$ cat config.mk
export PLATFORM = sky130hd
export DESIGN_NAME = image_loader_flat
export DESIGN_NICKNAME = d
export VERILOG_FILES = /design/src/rtl/image_loader_if.sv /design/src/rtl/image_loader.sv /design/src/flat_wrapper.sv
export SDC_FILE = /design/constraint.sdc
export NUM_CORES = 1
export LEC_CHECK = 0
export CAP_MARGIN = 20
export CORE_MARGIN = 8
export CORE_UTILIZATION = 49
export DETAILED_ROUTE_END_ITERATION = 8
export GPL_TIMING_DRIVEN = 0
export PLACE_DENSITY_LB_ADDON = 0.15
export SLEW_MARGIN = 20
export SYNTH_ARGS = -nofsm -noshare
export SYNTH_HDL_FRONTEND = slang
export SYNTH_SLANG_ARGS = --single-unit
$ cat constraint.sdc
create_clock -name clk -period 2.8 [get_ports clk]
set_input_delay 0.42 -clock clk [delete_from_list [all_inputs] [get_ports clk]]
set_output_delay 0.42 -clock clk [all_outputs]
set_load 0.1 [all_outputs]
$ cat src/rtl/image_loader_if.sv
// Pixel stream, classifier read port and classifier control bundle for image_loader.
interface image_loader_if;
  logic        pix_valid;
  logic [7:0]  pix_data;
  logic        pix_ready;
  logic [15:0] addrA;
  logic [31:0] dataA;
  logic        nn_done;
  logic        nn_reset;
  logic [7:0]  frame_count;

  modport slave (
    input  pix_valid,
    input  pix_data,
    input  addrA,
    input  nn_done,
    output pix_ready,
    output dataA,
    output nn_reset,
    output frame_count
  );

  modport master (
    output pix_valid,
    output pix_data,
    output addrA,
    output nn_done,
    input  pix_ready,
    input  dataA,
    input  nn_reset,
    input  frame_count
  );
endinterface

$ cat src/rtl/image_loader.sv
// Binarising frame loader feeding a classifier; IMAGE_LOADER_DOUBLE_BUF_EN selects
// ping-pong banks (fill next frame while classifying), otherwise a single bank.
module image_loader #(
  parameter int PIXELS = 784,
  parameter int THRESH = 128
) (
  input  logic          clk,
  input  logic          reset,
  image_loader_if.slave bus
);

`ifdef IMAGE_LOADER_DOUBLE_BUF_EN
  localparam int NBANKS = 2;
`else
  localparam int NBANKS = 1;
`endif
  localparam int AW    = (PIXELS > 1) ? $clog2(PIXELS) : 1;
  localparam int DEPTH = NBANKS * PIXELS;
  localparam int IW    = (DEPTH > 1) ? $clog2(DEPTH) : 1;

  localparam logic [AW-1:0] LAST_ADDR   = AW'(PIXELS - 1);
  localparam logic [IW-1:0] BANK_STRIDE = IW'(PIXELS);
  localparam logic [15:0]   ADDR_LIMIT  = 16'(PIXELS);
  localparam logic [7:0]    THRESH_B    = 8'(THRESH);

  typedef enum logic [1:0] {
    S_FILL = 2'd0,
    S_WAIT = 2'd1,
    S_RUN  = 2'd2
  } state_e;

  state_e        state_q, state_d;
  logic [AW-1:0] wr_cnt_q, wr_cnt_d;
  logic          bank_q, bank_d;
  logic          pix_ready_q, pix_ready_d;
  logic          nn_reset_q, nn_reset_d;
  logic [7:0]    frame_count_q, frame_count_d;
  logic [31:0]   dataA_q, dataA_d;
`ifdef IMAGE_LOADER_DOUBLE_BUF_EN
  logic          pend_q, pend_d;
`endif

  logic          mem_q [DEPTH];

  logic          accept_s;
  logic          last_s;
  logic          pix_bit_s;
  logic          wr_bank_s;
  logic          rd_bank_s;
  logic          rd_hit_s;
  logic [IW-1:0] wr_idx_s;
  logic [IW-1:0] rd_idx_s;

  assign accept_s  = bus.pix_valid & pix_ready_q;
  assign last_s    = accept_s & (wr_cnt_q == LAST_ADDR);
  assign pix_bit_s = (bus.pix_data >= THRESH_B);
  assign rd_bank_s = bank_q;
`ifdef IMAGE_LOADER_DOUBLE_BUF_EN
  assign wr_bank_s = ~bank_q;
`else
  assign wr_bank_s = bank_q;
`endif

  // Bank-relative addresses into the shared pixel array and the read-path next value.
  always_comb begin
    wr_idx_s = (wr_bank_s ? BANK_STRIDE : {IW{1'b0}}) + IW'(wr_cnt_q);
    rd_hit_s = (bus.addrA < ADDR_LIMIT);
    if (rd_hit_s) begin
      rd_idx_s = (rd_bank_s ? BANK_STRIDE : {IW{1'b0}}) + IW'(bus.addrA[AW-1:0]);
      dataA_d  = {31'b0, mem_q[rd_idx_s]};
    end else begin
      rd_idx_s = {IW{1'b0}};
      dataA_d  = 32'b0;
    end
  end

  // Control FSM next state: frame fill, one-cycle handoff, classification.
  always_comb begin
    state_d       = state_q;
    bank_d        = bank_q;
    pix_ready_d   = pix_ready_q;
    nn_reset_d    = nn_reset_q;
    frame_count_d = frame_count_q;
`ifdef IMAGE_LOADER_DOUBLE_BUF_EN
    pend_d        = pend_q;
`endif
    if (last_s) begin
      wr_cnt_d = {AW{1'b0}};
    end else if (accept_s) begin
      wr_cnt_d = wr_cnt_q + AW'(1);
    end else begin
      wr_cnt_d = wr_cnt_q;
    end

    case (state_q)
      S_FILL: begin
        nn_reset_d = 1'b1;
        if (last_s) begin
          state_d     = S_WAIT;
          pix_ready_d = 1'b0;
        end else begin
          pix_ready_d = 1'b1;
        end
      end
      S_WAIT: begin
        state_d       = S_RUN;
        nn_reset_d    = 1'b0;
        frame_count_d = frame_count_q + 8'd1;
`ifdef IMAGE_LOADER_DOUBLE_BUF_EN
        bank_d        = ~bank_q;
        pend_d        = 1'b0;
        pix_ready_d   = 1'b1;
`else
        pix_ready_d   = 1'b0;
`endif
      end
      S_RUN: begin
`ifdef IMAGE_LOADER_DOUBLE_BUF_EN
        // A frame finished now or earlier goes straight to WAIT so nn_reset pulses once.
        if (bus.nn_done) begin
          nn_reset_d = 1'b1;
          if (pend_q || last_s) begin
            state_d     = S_WAIT;
            pix_ready_d = 1'b0;
            pend_d      = 1'b0;
          end else begin
            state_d     = S_FILL;
            pix_ready_d = 1'b1;
          end
        end else begin
          nn_reset_d = 1'b0;
          if (last_s) begin
            pend_d      = 1'b1;
            pix_ready_d = 1'b0;
          end else begin
            pix_ready_d = ~pend_q;
          end
        end
`else
        if (bus.nn_done) begin
          state_d     = S_FILL;
          nn_reset_d  = 1'b1;
          pix_ready_d = 1'b1;
        end else begin
          nn_reset_d  = 1'b0;
          pix_ready_d = 1'b0;
        end
`endif
      end
      default: begin
        state_d     = S_FILL;
        nn_reset_d  = 1'b1;
        pix_ready_d = 1'b0;
      end
    endcase
  end

  // Control FSM and registered outputs.
  always_ff @(posedge clk or posedge reset) begin
    if (reset) begin
      state_q       <= S_FILL;
      wr_cnt_q      <= {AW{1'b0}};
      bank_q        <= 1'b0;
      pix_ready_q   <= 1'b0;
      nn_reset_q    <= 1'b1;
      frame_count_q <= 8'd0;
`ifdef IMAGE_LOADER_DOUBLE_BUF_EN
      pend_q        <= 1'b0;
`endif
    end else begin
      state_q       <= state_d;
      wr_cnt_q      <= wr_cnt_d;
      bank_q        <= bank_d;
      pix_ready_q   <= pix_ready_d;
      nn_reset_q    <= nn_reset_d;
      frame_count_q <= frame_count_d;
`ifdef IMAGE_LOADER_DOUBLE_BUF_EN
      pend_q        <= pend_d;
`endif
    end
  end

  // Registered classifier read port.
  always_ff @(posedge clk or posedge reset) begin
    if (reset) begin
      dataA_q <= 32'b0;
    end else begin
      dataA_q <= dataA_d;
    end
  end

  // Pixel storage write; contents survive reset.
  always_ff @(posedge clk) begin
    if (accept_s) begin
      mem_q[wr_idx_s] <= pix_bit_s;
    end
  end

  assign bus.pix_ready   = pix_ready_q;
  assign bus.nn_reset    = nn_reset_q;
  assign bus.frame_count = frame_count_q;
  assign bus.dataA       = dataA_q;

endmodule

$ cat src/flat_wrapper.sv
// flat-port wrapper written by rule: the top's interface ports become plain ports
module image_loader_flat 
#(
  parameter int PIXELS = 784,
  parameter int THRESH = 128
)
  (clk, reset, bus_pix_valid, bus_pix_data, bus_addrA, bus_nn_done, bus_pix_ready, bus_dataA, bus_nn_reset, bus_frame_count);
  image_loader_if bus_i ();
  input  logic clk;
  input  logic reset;
  input wire logic [$bits(bus_i.pix_valid)-1:0] bus_pix_valid;
  input wire logic [$bits(bus_i.pix_data)-1:0] bus_pix_data;
  input wire logic [$bits(bus_i.addrA)-1:0] bus_addrA;
  input wire logic [$bits(bus_i.nn_done)-1:0] bus_nn_done;
  output wire logic [$bits(bus_i.pix_ready)-1:0] bus_pix_ready;
  output wire logic [$bits(bus_i.dataA)-1:0] bus_dataA;
  output wire logic [$bits(bus_i.nn_reset)-1:0] bus_nn_reset;
  output wire logic [$bits(bus_i.frame_count)-1:0] bus_frame_count;
  assign bus_i.pix_valid = bus_pix_valid;
  assign bus_i.pix_data = bus_pix_data;
  assign bus_i.addrA = bus_addrA;
  assign bus_i.nn_done = bus_nn_done;
  assign bus_pix_ready = bus_i.pix_ready;
  assign bus_dataA = bus_i.dataA;
  assign bus_nn_reset = bus_i.nn_reset;
  assign bus_frame_count = bus_i.frame_count;
  image_loader #(.PIXELS(PIXELS), .THRESH(THRESH)) u_core (.clk(clk), .reset(reset), .bus(bus_i));
endmodule
==> out/results.tsv, run 1 <==
metric	value	unit
drv_cap	0	
hpwl	75700	um
slowest_delay	0.56	ns
path_max_fanout	10	
ir_drop	0.502	mV
syn_area	35600	sq um
path_delay_family	compound AO/OA/AOI/OAI gates	
io_pins	70	
layout-drive-gt1-share	16.1	%
tightest_slew	1.13	ns
postCtsHoldBufs	0	
hold_viol_final	0	
synth-edff-count	784	
hp-class	input pin to asynchronous set/reset pin	
clk_pin_slew_worst_paths	0.06	ns
tritoncts	built	
synth_seq_cells	807	
met1Wirelength	43400	um
critPathKind	input pin to register	
initial_utilization	49.7	%
grt_antenna_before_repair	0	
root_buffer	clkbuf_16	
num_vias	23200	
grt_usage	27.7	%
dp_cells	3515	
clk_path_buf_depth	3	
grt_pass1_wl	160000	um
post-route-period-util	108	%
finish.utilization	56.6	%
rsz0062_at_grt	yes	
synth_cell_type_count	65	
first_pass_iters	6	
placed_cell_area	37300	sq um
cp_data_arrival_time	3.50	ns
postSynthCellCount	2505	
finalWorstSetupSlack	-0.230	ns
wl	116000	um
tns	-0.230	ns
cts_buffers	85	
route.met2.wl	53200	um
finalPower	27.4	mW
clock_sinks	807	
syn_avg_cell_area	14.2	sq um
ys.flop_type	edfxtp_1	
htreeDepth	3	
hold_slack	0.271	ns
coreArea	71600	sq um
critical_path.slowest_cell	clkbuf_2	
slew_violations	0	
worst_setup_path_start_kind	input pin	
p_leak	12.7	nW
stdcell_count	3684	
ys_warn_count	0	
end_kind	register	
slew_headroom	24.5	%
num_rows	98	
die_area	81400	sq um
finalNetCount	2694	
fill_cells	5790	
setup_viol	1	
die_w	285	um
fin_crit	3.03	ns
syn_to_final_growth	14.0	%
async_flop_share	2.85	%
status	finished, violations left	
grt_max_degree	219	
fmax	330	MHz
clkLatencyLatePin	0.64	ns
drtAntennaViolNets	0	
die_h	285	um
violations	negative setup slack	
first_iter_violations	3446	
met3WireLength	13500	um
grt_pass1_vias	22100	
drt-wirelength-per-cell	31.6	um
gp_congestion	0.959	
io_buffers	26	
routed.top_layer	met4	
seq_area_frac_synth	67.8	%
path_cells	clkdlybuf4s15_2, nor2b_4, clkbuf_2, a221o_1, a21oi_1, a211oi_1, a211oi_2, o311ai_4, a2111oi_4	
finClkSkew	0.0237	ns
overflow	0	
post_drt_via_cell_ratio	6.29	
place_ws	-2.52	ns
drc	0	
path_buf_inv	2	
crit_required	3.27	ns
power.density	677	nW/um^2
fin_area	40500	sq um
cell type report:
class / instances / area, sq um / share of cell area [%]
plain buffers: 253 / 1640 / 4.04
clock inverters: 57 / 513 / 1.27
inverters: 11 / 47.5 / 0.117
repair buffers: 40 / 454 / 1.12
clock buffers: 100 / 2250 / 5.54
multi-input cells: 1463 / 10300 / 25.5
diodes: 3 / 7.51 / 0.0185
well taps: 950 / 1190 / 2.93
flip-flops and latches: 807 / 24100 / 59.5
what timing repair did:
action / CTS / global route
cloned: 0 / 0
setup buffers: 7 / 3
pin swaps: 4 / 6
resized for setup: 76 / 70
endpoints found under the setup margin: 147 / 200
final timing paths:
path | slack [ns] | depth (start not counted) | endpoint | start
max in group asynchronous | 1.97 | 2 | u_core.bus.frame_count[4] | reset
worst max-delay path | -0.23 | 9 | u_core.bus.dataA[0] | bus_addrA[2]
min in group clk | 0.38 | 1 | u_core.mem_q[751] | bus_pix_data[7]
worst max register to register | -0.16 | 7 | u_core.bus.dataA[0] | u_core.mem_q[690]
worst min-delay path | 0.27 | 2 | u_core.bus.dataA[0] | reset
worst min register to register | 0.50 | 1 | u_core.bus.frame_count[7] | u_core.bus.frame_count[7]
state kept, by name, summed over array words and instances, names as in the netlist:
register	cells
u_core.bus.frame_count	8
u_core.state_q	2
u_core.mem_q	784
u_core.wr_cnt_q	10
u_core.bus.nn_reset	1
u_core.bus.pix_ready	1
u_core.bus.dataA	1
per-layer routing:
metal | track usage [%] | vias to the layer above
li1 | - | 9476
met1 | 36.3 | 11900
met2 | 43.0 | 1448
met3 | 7.51 | 293
met4 | 13.0 | 0
met5 | 0.654 | -
layout by cell type, fill, tap and decap left out, drive strengths merged, types with 6 or more instances in the layout:
| cell type | instances |
|---|---|
| nor2b | 14 |
| a221oi | 23 |
| a21oi | 24 |
| bufinv | 9 |
| xnor2 | 8 |
| nor3 | 12 |
| dfrtp | 22 |
| a211oi | 7 |
| clkinv | 41 |
| nor2 | 805 |
| o21ai | 21 |
| nand2 | 112 |
| edfxtp | 784 |
| clkbuf | 270 |
| buf | 95 |
| nor3b | 7 |
| nand4 | 6 |
| nand3 | 16 |
| nand2b | 7 |
| clkdlybuf4s50 | 24 |
| mux2i | 91 |
| conb | 31 |
| a221o | 14 |
| a22oi | 26 |
| mux4 | 162 |
| inv | 13 |
| and3 | 7 |
| o22ai | 6 |
cell families (layout without fill, tap and decap cells):
group	count (synthesis)	count (layout)	share of synthesized area (%)
DFF	807	807	67.8
adders and majority gates	5	5	0.176
AOI/OAI and AO/OA	158	158	3.36
muxes	257	257	13.2
xor gates and xnor gates	13	13	0.320
buffers and inverters	265	461	4.03
and+or+nand+nor	999	999	11.1
other	1	34	0.0105
worst register-to-register path, delay by kind of cell (launching register included):
kind            cells  cell delay, ns
compound gates      4            1.08
flops               1            0.37
mux                 2            1.10
simple gates        1            0.24
synth_stat cells, types with 14 or more instances:
| cell type | n | share of area, % |
|---|---|---|
| nor2_1 | 805 | 8.5 |
| edfxtp_1 | 784 | 66 |
| clkbuf_1 | 170 | 1.8 |
| mux4_2 | 139 | 8.8 |
| nand2_1 | 112 | 1.2 |
| mux2i_1 | 91 | 2.6 |
| buf_4 | 37 | 0.78 |
| a22oi_1 | 26 | 0.55 |
| a21oi_1 | 24 | 0.34 |
| mux4_1 | 23 | 1.7 |
| dfrtp_1 | 22 | 1.5 |
| a221oi_1 | 21 | 0.52 |
| buf_2 | 20 | 0.28 |
| o21ai_0 | 18 | 0.25 |
| nand3_1 | 16 | 0.23 |
| a221o_1 | 14 | 0.39 |
| nor2b_1 | 14 | 0.25 |
power breakdown:
part | total, mW | leakage (nW) | internal [mW] | switching (mW)
sequential | 13.3 | 7.35 | 13.3 | 0.0354
combinational | 2.76 | 3.96 | 0.685 | 2.08
clock | 11.3 | 1.35 | 6.56 | 4.78
(Power assumes the default switching activity.)
==> inputs of run 2 (changes only) <==
--- a/config.mk
+++ b/config.mk
@@ -8,9 +8,11 @@
 export CAP_MARGIN = 20
 export CORE_MARGIN = 8
 export CORE_UTILIZATION = 49
+export CTS_CLUSTER_SIZE = 12
 export DETAILED_ROUTE_END_ITERATION = 8
 export GPL_TIMING_DRIVEN = 0
 export PLACE_DENSITY_LB_ADDON = 0.15
+export SKIP_LAST_GASP = 1
 export SLEW_MARGIN = 20
 export SYNTH_ARGS = -nofsm -noshare
 export SYNTH_HDL_FRONTEND = slang
==> run 2 against run 1 <==
Against the previous run:
- the run ends with design-rule violations, negative setup slack left
- hold slack lost 0.012 ns
- non-clock buffer count grew 5
- via count is essentially flat
==> out/results.tsv, run 2 (same netlist as run 1, synthesis figures left out) <==
metric	value	unit	change
wl	116000	um	+0.10%
ff2ff_setup_slack	-0.19	ns	-0.03 ns
ir_drop	0.503	mV	+0.25%
timing.rr.start	u_core.mem_q[690]		
worst_setup_path_start_kind	input pin		
post_drt_via_cell_ratio	6.29		about the same
finalPower	26.9	mW	-1.9%
grt_pass1_vias	22200		+0.56%
hold_viol_final	0		unchanged
drc	1		+1
hp-class	input pin to asynchronous set/reset pin		
initial_utilization	49.7	%	unchanged
first_iter_violations	3633		+5.4%
first_pass_iters	7		+1
p_leak	12.6	nW	-0.47%
rsz0062_at_grt	yes		
hpwl	75700	um	unchanged
power.density	667	nW/um^2	-1.6%
clk_path_buf_depth	3		unchanged
end_kind	register		
root_buffer	clkbuf_16		
io_buffers	26		unchanged
critPathKind	input pin to register		
crit_required	3.27	ns	about the same
tritoncts	built		
slew_headroom	26.0	%	+1.5 points
largest-register	u_core.mem_q		
post-route-period-util	108	%	-0.53 points
cp_data_arrival_time	3.48	ns	-0.02 ns
grt_pass1_wl	160000	um	about the same
path_max_fanout	10		unchanged
num_rows	98		unchanged
layout-drive-gt1-share	15.7	%	-0.45 points
drv_cap	0		unchanged
gp_congestion	0.959		unchanged
grt_usage	27.7	%	about the same
finClkSkew	0.0276	ns	+0.00386 ns
slew_violations	0		unchanged
clkLatencyLatePin	0.65	ns	about the same
place_ws	-2.52	ns	unchanged
violations	design-rule violations, negative setup slack		
syn_to_final_growth	13.6	%	
finalWorstSetupSlack	-0.216	ns	+0.0147 ns
overflow	0		unchanged
die_area	81400	sq um	unchanged
fmax	332	MHz	+0.49%
htreeDepth	3		unchanged
drtAntennaViolNets	0		unchanged
fin_crit	3.02	ns	-0.0147 ns
largest_register_ffs	784		unchanged
drt-wirelength-per-cell	31.6	um	+0.26%
clk_pin_slew_worst_paths	0.06	ns	about the same
worstReg2RegEnd	u_core.bus.dataA[0]		
io_pins	70		unchanged
cts_buffers	85		unchanged
layout_common_cells	nor2_1, edfxtp_1, clkbuf_1		
postCtsHoldBufs	0		unchanged
fill_cells	5821		+0.54%
tightest_slew	1.11	ns	-0.0218 ns
coreArea	71600	sq um	unchanged
grt_antenna_before_repair	1		+1
die_w	285	um	unchanged
clock_sinks	807		unchanged
mostFrequentLayoutCell	nor2_1		
setup_viol	36		+35
reg2reg_depth	7		unchanged
status	finished, violations left		
num_vias	23100		-0.095%
finalNetCount	2699		+0.19%
die_h	285	um	unchanged
tns	-1.95	ns	-1.72 ns
grt_max_degree	219		unchanged
[run 2: critical path: stages]
cell and delay (ns):
clkbuf_2 0.28, clkbuf_1 0.67, clkbuf_2 0.53, nor3_1 0.10, o31ai_1 0.31, o41ai_1 0.12, a21oi_2 0.20, o211ai_2 0.16
a2111oi_4 0.68
[run 2: what timing repair did]
item / 4_1_cts / 5_1_grt
setup buffers: 7 / 8
setup endpoints to repair: 147 / 213
gates resized for setup: 74 / 64
pin swaps: 4 / 4
[run 2: cell type report]
class / count / area (sq um) / share of cell area, %
diodes: 1 / 2.50 / 0.00620
clock inverters: 35 / 277 / 0.685
multi-input cells: 1463 / 10300 / 25.5
repair buffers: 45 / 485 / 1.20
plain buffers: 253 / 1630 / 4.03
flip-flops and latches: 807 / 24100 / 59.7
inverters: 11 / 47.5 / 0.118
clock buffers: 113 / 2320 / 5.74
well taps: 950 / 1190 / 2.94
[run 2: per-stage QoR]
step	instances	cell area, sq um	util (%)	hold WS (ns)
5_1_grt	3678	40400	56.4	0.384
4_1_cts	3669	40100	56.0	0.283
6_report	3678	40400	56.4	0.260
3_5_place_dp	3515	37300	52.1	0.494
2_1_floorplan	2535	35700	-	0.421
3_3_place_gp	3511	37100	51.8	0.462
[run 2: power breakdown]
group | internal, mW | switching [mW]
sequential | 13.3 | 0.0360
combinational | 0.684 | 2.07
clock | 6.15 | 4.66
total | 20.1 | 6.77
[run 2: worst max-delay path by stage]
stage / startpoint / slack (ns) / end
after floorplan: bus_pix_data[7] / 0.03 / u_core.mem_q[0]
after global placement: bus_addrA[2] / -2.81 / u_core.bus.dataA[0]
after detailed placement: bus_addrA[2] / -2.52 / u_core.bus.dataA[0]
after CTS: bus_addrA[2] / -0.34 / u_core.bus.dataA[0]
after global routing: bus_addrA[0] / -0.20 / u_core.bus.dataA[0]
final: bus_addrA[3] / -0.22 / u_core.bus.dataA[0]
[run 2: metal layers]
metal / up-vias / global-route usage, % / routed length [um]
met5: - / 0 / 0
met3: 259 / 7.39 / 13600
met1: 12000 / 36.6 / 43400
met4: 0 / 13.2 / 5620
li1: 9474 / - / -
met2: 1460 / 42.7 / 53700
